## src/rtl/mips_io_pkg.sv

```systemverilog
// Shared constants for the MIPS data-memory / IO block: the IO address map,
// CTRL register bit positions and the timer state encoding.
package mips_io_pkg;

  localparam logic [31:0] ADDR_LED   = 32'hFFFF_0000;
  localparam logic [31:0] ADDR_COUNT = 32'hFFFF_0004;
  localparam logic [31:0] ADDR_CMP   = 32'hFFFF_0008;
  localparam logic [31:0] ADDR_CTRL  = 32'hFFFF_000C;
  localparam logic [31:0] ADDR_PRE   = 32'hFFFF_0010;

  localparam int CTRL_EN   = 0;
  localparam int CTRL_AUTO = 1;
  localparam int CTRL_DONE = 2;

  typedef enum logic [1:0] {
    IDLE = 2'd0,
    RUN  = 2'd1,
    DONE = 2'd2
  } timer_state_e;

  // True when a byte address hits the given IO word (addr[1:0] ignored).
  function automatic logic io_hit(input logic [31:0] a, input logic [31:0] reg_addr);
    return a[31:2] == reg_addr[31:2];
  endfunction

endpackage

```

## src/rtl/io_timer.sv

```systemverilog
// Memory-mapped timer: COUNT / CMP / CTRL registers and the run-control FSM.
// Optional prescaler enabled by MIPS_DMEM_IO_PRESCALE_EN.
//
// state | meaning
// IDLE  | stopped, COUNT frozen, waiting for a CTRL write with EN=1
// RUN   | COUNT advances once per tick, compared against CMP
// DONE  | one-shot match reached, COUNT holds until restarted or stopped
module io_timer import mips_io_pkg::*; #(
  parameter int TW = 32
) (
  input  logic          clk,
  input  logic          reset,
  input  logic          wr_cmp,
  input  logic          wr_ctrl,
`ifdef MIPS_DMEM_IO_PRESCALE_EN
  input  logic          wr_pre,
  output logic [15:0]   pre_rd,
`endif
  input  logic [31:0]   wdata,
  output logic [TW-1:0] count,
  output logic [TW-1:0] cmp,
  output logic [2:0]    ctrl,
  output logic          flag
);

  timer_state_e state, state_nxt;
  logic [TW-1:0] count_nxt;
  logic          en, auto, done, done_nxt;
  logic          tick, match, restart;
  logic          unused_wdata;

  assign unused_wdata = ^wdata;

`ifdef MIPS_DMEM_IO_PRESCALE_EN
  logic [15:0] pre, pre_cnt, pre_cnt_nxt;

  assign pre_rd = pre;
  assign tick   = (state == RUN) && (pre_cnt == pre);

  // Prescale counter restarts with the timer and wraps at PRE.
  always_comb begin
    pre_cnt_nxt = pre_cnt;
    if (restart) pre_cnt_nxt = '0;
    else if (state == RUN) pre_cnt_nxt = tick ? 16'd0 : pre_cnt + 16'd1;
  end

  // Prescale register and counter.
  always_ff @(posedge clk) begin
    if (!reset) begin
      pre     <= '0;
      pre_cnt <= '0;
    end else begin
      if (wr_pre) pre <= wdata[15:0];
      pre_cnt <= pre_cnt_nxt;
    end
  end
`else
  assign tick = (state == RUN);
`endif

  assign match = tick && (count == cmp);
  assign ctrl  = {done, auto, en};
  assign flag  = done;

  // Next-state and COUNT update; a CTRL write with EN=0 always stops the timer.
  always_comb begin
    state_nxt = state;
    count_nxt = count;
    restart   = 1'b0;
    if (wr_ctrl && !wdata[CTRL_EN]) begin
      state_nxt = IDLE;
    end else if (wr_ctrl && wdata[CTRL_EN] && state != RUN) begin
      state_nxt = RUN;
      count_nxt = '0;
      restart   = 1'b1;
    end else if (tick) begin
      if (match) begin
        if (auto) count_nxt = '0;
        else      state_nxt = DONE;
      end else begin
        count_nxt = count + TW'(1);
      end
    end
  end

  // DONE is write-1-to-clear, but a match in the same cycle takes priority.
  always_comb begin
    done_nxt = done;
    if (match) done_nxt = 1'b1;
    else if (wr_ctrl && wdata[CTRL_DONE]) done_nxt = 1'b0;
  end

  // State, COUNT and register-file updates.
  always_ff @(posedge clk) begin
    if (!reset) begin
      state <= IDLE;
      count <= '0;
      cmp   <= '1;
      en    <= 1'b0;
      auto  <= 1'b0;
      done  <= 1'b0;
    end else begin
      state <= state_nxt;
      count <= count_nxt;
      done  <= done_nxt;
      if (wr_cmp) cmp <= wdata[TW-1:0];
      if (wr_ctrl) begin
        en   <= wdata[CTRL_EN];
        auto <= wdata[CTRL_AUTO];
      end
    end
  end

endmodule

```

## src/rtl/mips_dmem_io.sv

```systemverilog
// Data memory plus memory-mapped IO for a single-cycle MIPS core:
// word RAM at 0x0000_xxxx, LED register and timer at 0xFFFF_00xx.
// Optional timer prescaler enabled by MIPS_DMEM_IO_PRESCALE_EN.
module mips_dmem_io import mips_io_pkg::*; #(
  parameter int DEPTH = 64,
  parameter int TW    = 32
) (
  input  logic        clk,
  input  logic        reset,
  input  logic        memwrite,
  input  logic [31:0] addr,
  input  logic [31:0] writedata,
  output logic [31:0] readdata,
  output logic [7:0]  leds,
  output logic        tmr_flag
);

  localparam int AW = $clog2(DEPTH);

  logic [31:0]   mem [DEPTH];
  logic [AW-1:0] widx;
  logic          ram_sel, sel_led, sel_count, sel_cmp, sel_ctrl;
  logic [7:0]    led_q;
  logic [TW-1:0] count, cmp;
  logic [2:0]    ctrl;
  logic          unused_addr;

  assign unused_addr = ^addr[1:0];
  assign widx        = addr[AW+1:2];
  assign ram_sel     = (addr[31:16] == 16'h0000);
  assign sel_led     = io_hit(addr, ADDR_LED);
  assign sel_count   = io_hit(addr, ADDR_COUNT);
  assign sel_cmp     = io_hit(addr, ADDR_CMP);
  assign sel_ctrl    = io_hit(addr, ADDR_CTRL);
  assign leds        = led_q;

`ifdef MIPS_DMEM_IO_PRESCALE_EN
  logic        sel_pre;
  logic [15:0] pre_rd;
  assign sel_pre = io_hit(addr, ADDR_PRE);
`endif

  io_timer #(.TW(TW)) u_timer (
    .clk     (clk),
    .reset   (reset),
    .wr_cmp  (memwrite && sel_cmp),
    .wr_ctrl (memwrite && sel_ctrl),
`ifdef MIPS_DMEM_IO_PRESCALE_EN
    .wr_pre  (memwrite && sel_pre),
    .pre_rd  (pre_rd),
`endif
    .wdata   (writedata),
    .count   (count),
    .cmp     (cmp),
    .ctrl    (ctrl),
    .flag    (tmr_flag)
  );

  // RAM is deliberately not reset; contents survive a reset pulse.
  always_ff @(posedge clk) begin
    if (memwrite && ram_sel) mem[widx] <= writedata;
  end

  // LED register.
  always_ff @(posedge clk) begin
    if (!reset) led_q <= '0;
    else if (memwrite && sel_led) led_q <= writedata[7:0];
  end

  // Combinational read mux; unmapped addresses read as zero.
  always_comb begin
    readdata = '0;
    if (ram_sel)        readdata = mem[widx];
    else if (sel_led)   readdata = {24'h0, led_q};
    else if (sel_count) readdata = 32'(count);
    else if (sel_cmp)   readdata = 32'(cmp);
    else if (sel_ctrl)  readdata = {29'h0, ctrl};
`ifdef MIPS_DMEM_IO_PRESCALE_EN
    else if (sel_pre)   readdata = {16'h0, pre_rd};
`endif
  end

endmodule

```

## config.mk

```make
export PLATFORM = sky130hd
export DESIGN_NAME = mips_dmem_io
export DESIGN_NICKNAME = d
export VERILOG_FILES = /design/src/rtl/mips_io_pkg.sv /design/src/rtl/io_timer.sv /design/src/rtl/mips_dmem_io.sv
export SDC_FILE = /design/constraint.sdc
export NUM_CORES = 2
export LEC_CHECK = 0
export CORE_UTILIZATION = 40
export CTS_BUF_LIST = sky130_fd_sc_hd__clkbuf_4 sky130_fd_sc_hd__clkbuf_8
export DETAILED_ROUTE_END_ITERATION = 8
export MAX_ROUTING_LAYER = met4
export SLEW_MARGIN = 25
export SYNTH_ARGS = -nofsm -noshare
export SYNTH_HDL_FRONTEND = slang
export SYNTH_SLANG_ARGS = --single-unit
```

## constraint.sdc

```tcl
create_clock -name clk -period 7.5 [get_ports clk]
set_clock_uncertainty 0.2 [all_clocks]
set_input_delay 0.75 -clock clk [delete_from_list [all_inputs] [get_ports clk]]
set_output_delay 0.75 -clock clk [all_outputs]
set_load 0.05 [all_outputs]
```

==> impl_metrics.env <==
export IMPL_drive_above_1_share_pct=18.4
export IMPL_via_per_inst=6.22
export IMPL_core_region_area_mm2=0.195
export IMPL_area_growth_synth_to_final_pct=15.6
export IMPL_min_to="mem[23][9]"
export IMPL_failed_checks="design-rule violations"
export IMPL_synth_seq_cells=2125
export IMPL_slew_violations=0
export IMPL_worstHoldPathType="in -> reg"
export IMPL_die_h_um=445
export IMPL_antenna_found_initial=13
export IMPL_outcome="finished with violations"
export IMPL_cts_htree_levels=5
export IMPL_grt_max_degree=92
export IMPL_wire_per_inst_um=33.5
export IMPL_cts_tree="built"
export IMPL_vias=47700
export IMPL_critPathKind="in -> out"
export IMPL_seq_area_frac_synth_pct=80.2
export IMPL_grt_pass1_vias=45800
export IMPL_port_buffers=105
export IMPL_max_freq_ghz=0.157
export IMPL_fp_dieW_um=445
export IMPL_cts_root_buf="clkbuf_8"
export IMPL_ys_flop_type="edfxtp_1"
export IMPL_worstPathArrival_ns=5.41
export IMPL_synth_cell_type_count=78
export IMPL_cp_start_kind="input port"
export IMPL_worstRegToRegCells=7
export IMPL_gp_congestion=0.890
export IMPL_antenna_left=0
export IMPL_row_count=162
export IMPL_slew_headroom_pct=20.5
export IMPL_post_route_min_period_ns=6.36
export IMPL_postSynth_asyncResetShare_pct=0
export IMPL_powerDensity_mw_per_mm2=256
export IMPL_ir_drop_v=0.000140
export IMPL_postSynthAreaPerCell_um2=17.8
export IMPL_cts_made_buffers=346
export IMPL_yosys_top_cells_count="2048 x edfxtp_1, 503 x a22oi_1, 215 x a31oi_1"
export IMPL_synth_top_area_share_pct=78.3
export IMPL_path_max_fanout=23
export IMPL_fillCellCount=16600
export IMPL_clkTransAtPathRegs_ns=0.06
export IMPL_grt_pass1_wl_um=356000
export IMPL_yosys_warnings=0
export IMPL_synth_largest_area_cell="edfxtp_1"
export IMPL_wirelength_um=257000
export IMPL_power_leakage_nw=27.9
export IMPL_hpwlAfterDp_um=147000
export IMPL_grt_util_all_layers_pct=26.2
export IMPL_drc=2
export IMPL_fin_nets=4874
export IMPL_io_pins=108
export IMPL_synthTopCellsByArea="edfxtp_1 78%, a22oi_1 4.8%, a221oi_1 2.4%"
export IMPL_maxCapViolations=0
export IMPL_rrSetupSlack_ns=4.02
export IMPL_clk_path_buf_depth=4
export IMPL_yosysMostFrequentCell="edfxtp_1"
export IMPL_regToRegEndpoint="u_timer.count[31]"
export IMPL_cp_end_kind="primary output"
export IMPL_clk_latency_ns=1.05
export IMPL_finalHoldViolCount=0
export IMPL_synth_area_mm2=0.0786
export IMPL_critPathRequiredTime_ns=6.55
export IMPL_first_pass_iters=8
export IMPL_setup_tns_final_ns=0
export IMPL_cts_sinks=2125
export IMPL_die_area_mm2=0.198
export IMPL_r2r_start="u_timer.count[24]"
export IMPL_synth_edf_count=2048
export IMPL_grt_overflow_total=0
export IMPL_synth_cells=4414
export IMPL_min_period_over_period_pct=84.8
export IMPL_synth_fp_nets=4482
export IMPL_holdPathStages=1
export IMPL_tightest_slew_ns=1.19
export IMPL_drtIter0Drc=7192
export IMPL_finalPower_mw=23.3
export IMPL_rsz0062_at_grt="no"
export IMPL_finalSetupViolCount=0
export IMPL_hp_start="writedata[9]"
export IMPL_start_util_pct=40.3
==> metrics by stage <==
stage | cells | setup WS (ns) | hold WS, ns | cell area (µm²) | util (%)
after CTS | 7652 | 1.31 | 0.0381 | 90800 | 46.5
after detailed placement | 7080 | 1.31 | 0.282 | 84600 | 43.4
final | 7664 | 1.14 | 0.0596 | 90800 | 46.6
after floorplan | 4414 | 2.87 | 0.240 | 78600 | -
after global placement | 7078 | 1.31 | 0.269 | 84500 | 43.3
after global routing | 7662 | 1.17 | 0.0288 | 90800 | 46.6
==> layer usage <==
| layer | vias to the layer above | track usage, % | share of wire (%) | routed length (µm) |
|---|---|---|---|---|
| li1 | 19500 | - | - | - |
| met1 | 24700 | 35.1 | 40 | 102000 |
| met2 | 3043 | 39.3 | 46 | 118000 |
| met3 | 453 | 5.96 | 11 | 28600 |
| met4 | 0 | 9.11 | 3.5 | 8950 |
| met5 | - | - | 0 | 0 |
==> worst max-delay path: stages <==
cell and delay [ns]:
buf_2 0.58, buf_4 0.30, and3b_4 0.37, buf_12 0.27
a221oi_1 0.33, a31oi_1 0.19, nor4_1 0.91, a21oi_1 0.39
a221o_1 0.48, clkdlybuf4s50_1 0.74
==> cells in the final DEF (no fill, tap or decap), types with 65 or more instances in the layout <==
cell type | synthesis | layout
clkinv_1 | 1 | 92
clkbuf_8 | 0 | 350
a31oi_1 | 215 | 215
a221oi_1 | 213 | 213
dfxtp_1 | 77 | 77
clkbuf_4 | 0 | 96
a22o_1 | 198 | 198
nand3_1 | 70 | 68
edfxtp_1 | 2048 | 2048
nor2_4 | 0 | 65
nand2_1 | 143 | 138
clkdlybuf4s50_1 | 0 | 68
a22oi_1 | 503 | 503
buf_4 | 1 | 208
==> kinds of logic (layout without fill, tap and decap cells) <==
family	Yosys count	count (layout)	share of synthesized area [%]
compound gates	1349	1349	13.3
xor+xnor	32	32	0.357
fa+ha+maj	1	1	0.0159
buf+inv	323	938	1.71
flops	2125	2125	80.2
mux	70	70	1.11
other cells	0	11	0
simple gates	514	514	3.32
==> registers in the layout, summed over array words and instances, names as in the netlist <==
signal,flops
mem,2048
u_timer.flag,1
u_timer.auto,1
u_timer.en,1
u_timer.state,2
u_timer.cmp,32
u_timer.count,32
leds,8
==> how the worst max path moves through the flow <==
| stage | from | endpoint | slack (ns) | cells past startpoint |
|---|---|---|---|---|
| floorplan | addr[4] | readdata[2] | 2.87 | 10 |
| global placement | addr[3] | readdata[13] | 1.31 | 11 |
| detailed placement | addr[3] | readdata[13] | 1.31 | 11 |
| CTS | addr[3] | readdata[13] | 1.31 | 11 |
| global route | addr[3] | readdata[13] | 1.17 | 11 |
| finish | addr[3] | readdata[26] | 1.14 | 10 |
==> power breakdown <==
| group | leakage [nW] | internal (mW) | switching [mW] |
|---|---|---|---|
| Sequential | 19.0 | 13.0 | 0.000000847 |
| Clock | 3.25 | 4.91 | 4.43 |
| Combinational | 5.62 | 0.265 | 0.677 |
==> final cells by class <==
class                   instances  area (µm²)  area share (%)
flip-flops and latches       2125       63000            69.4
clock inverters               125         649           0.715
inverters                       7        26.3          0.0289
diodes                         11        27.5          0.0303
repair buffers                360        3490            3.84
multi-input cells            1966       14800            16.3
well taps                    2624        3280            3.61
clock buffers                 446        5540            6.10
==> timing repair <==
item	CTS	global route
hold buffers	1	0
gates resized for setup	0	0
buffers inserted	0	0
endpoints found under the hold margin	24	0
Note: power is estimated with default switching activity, not from simulation.
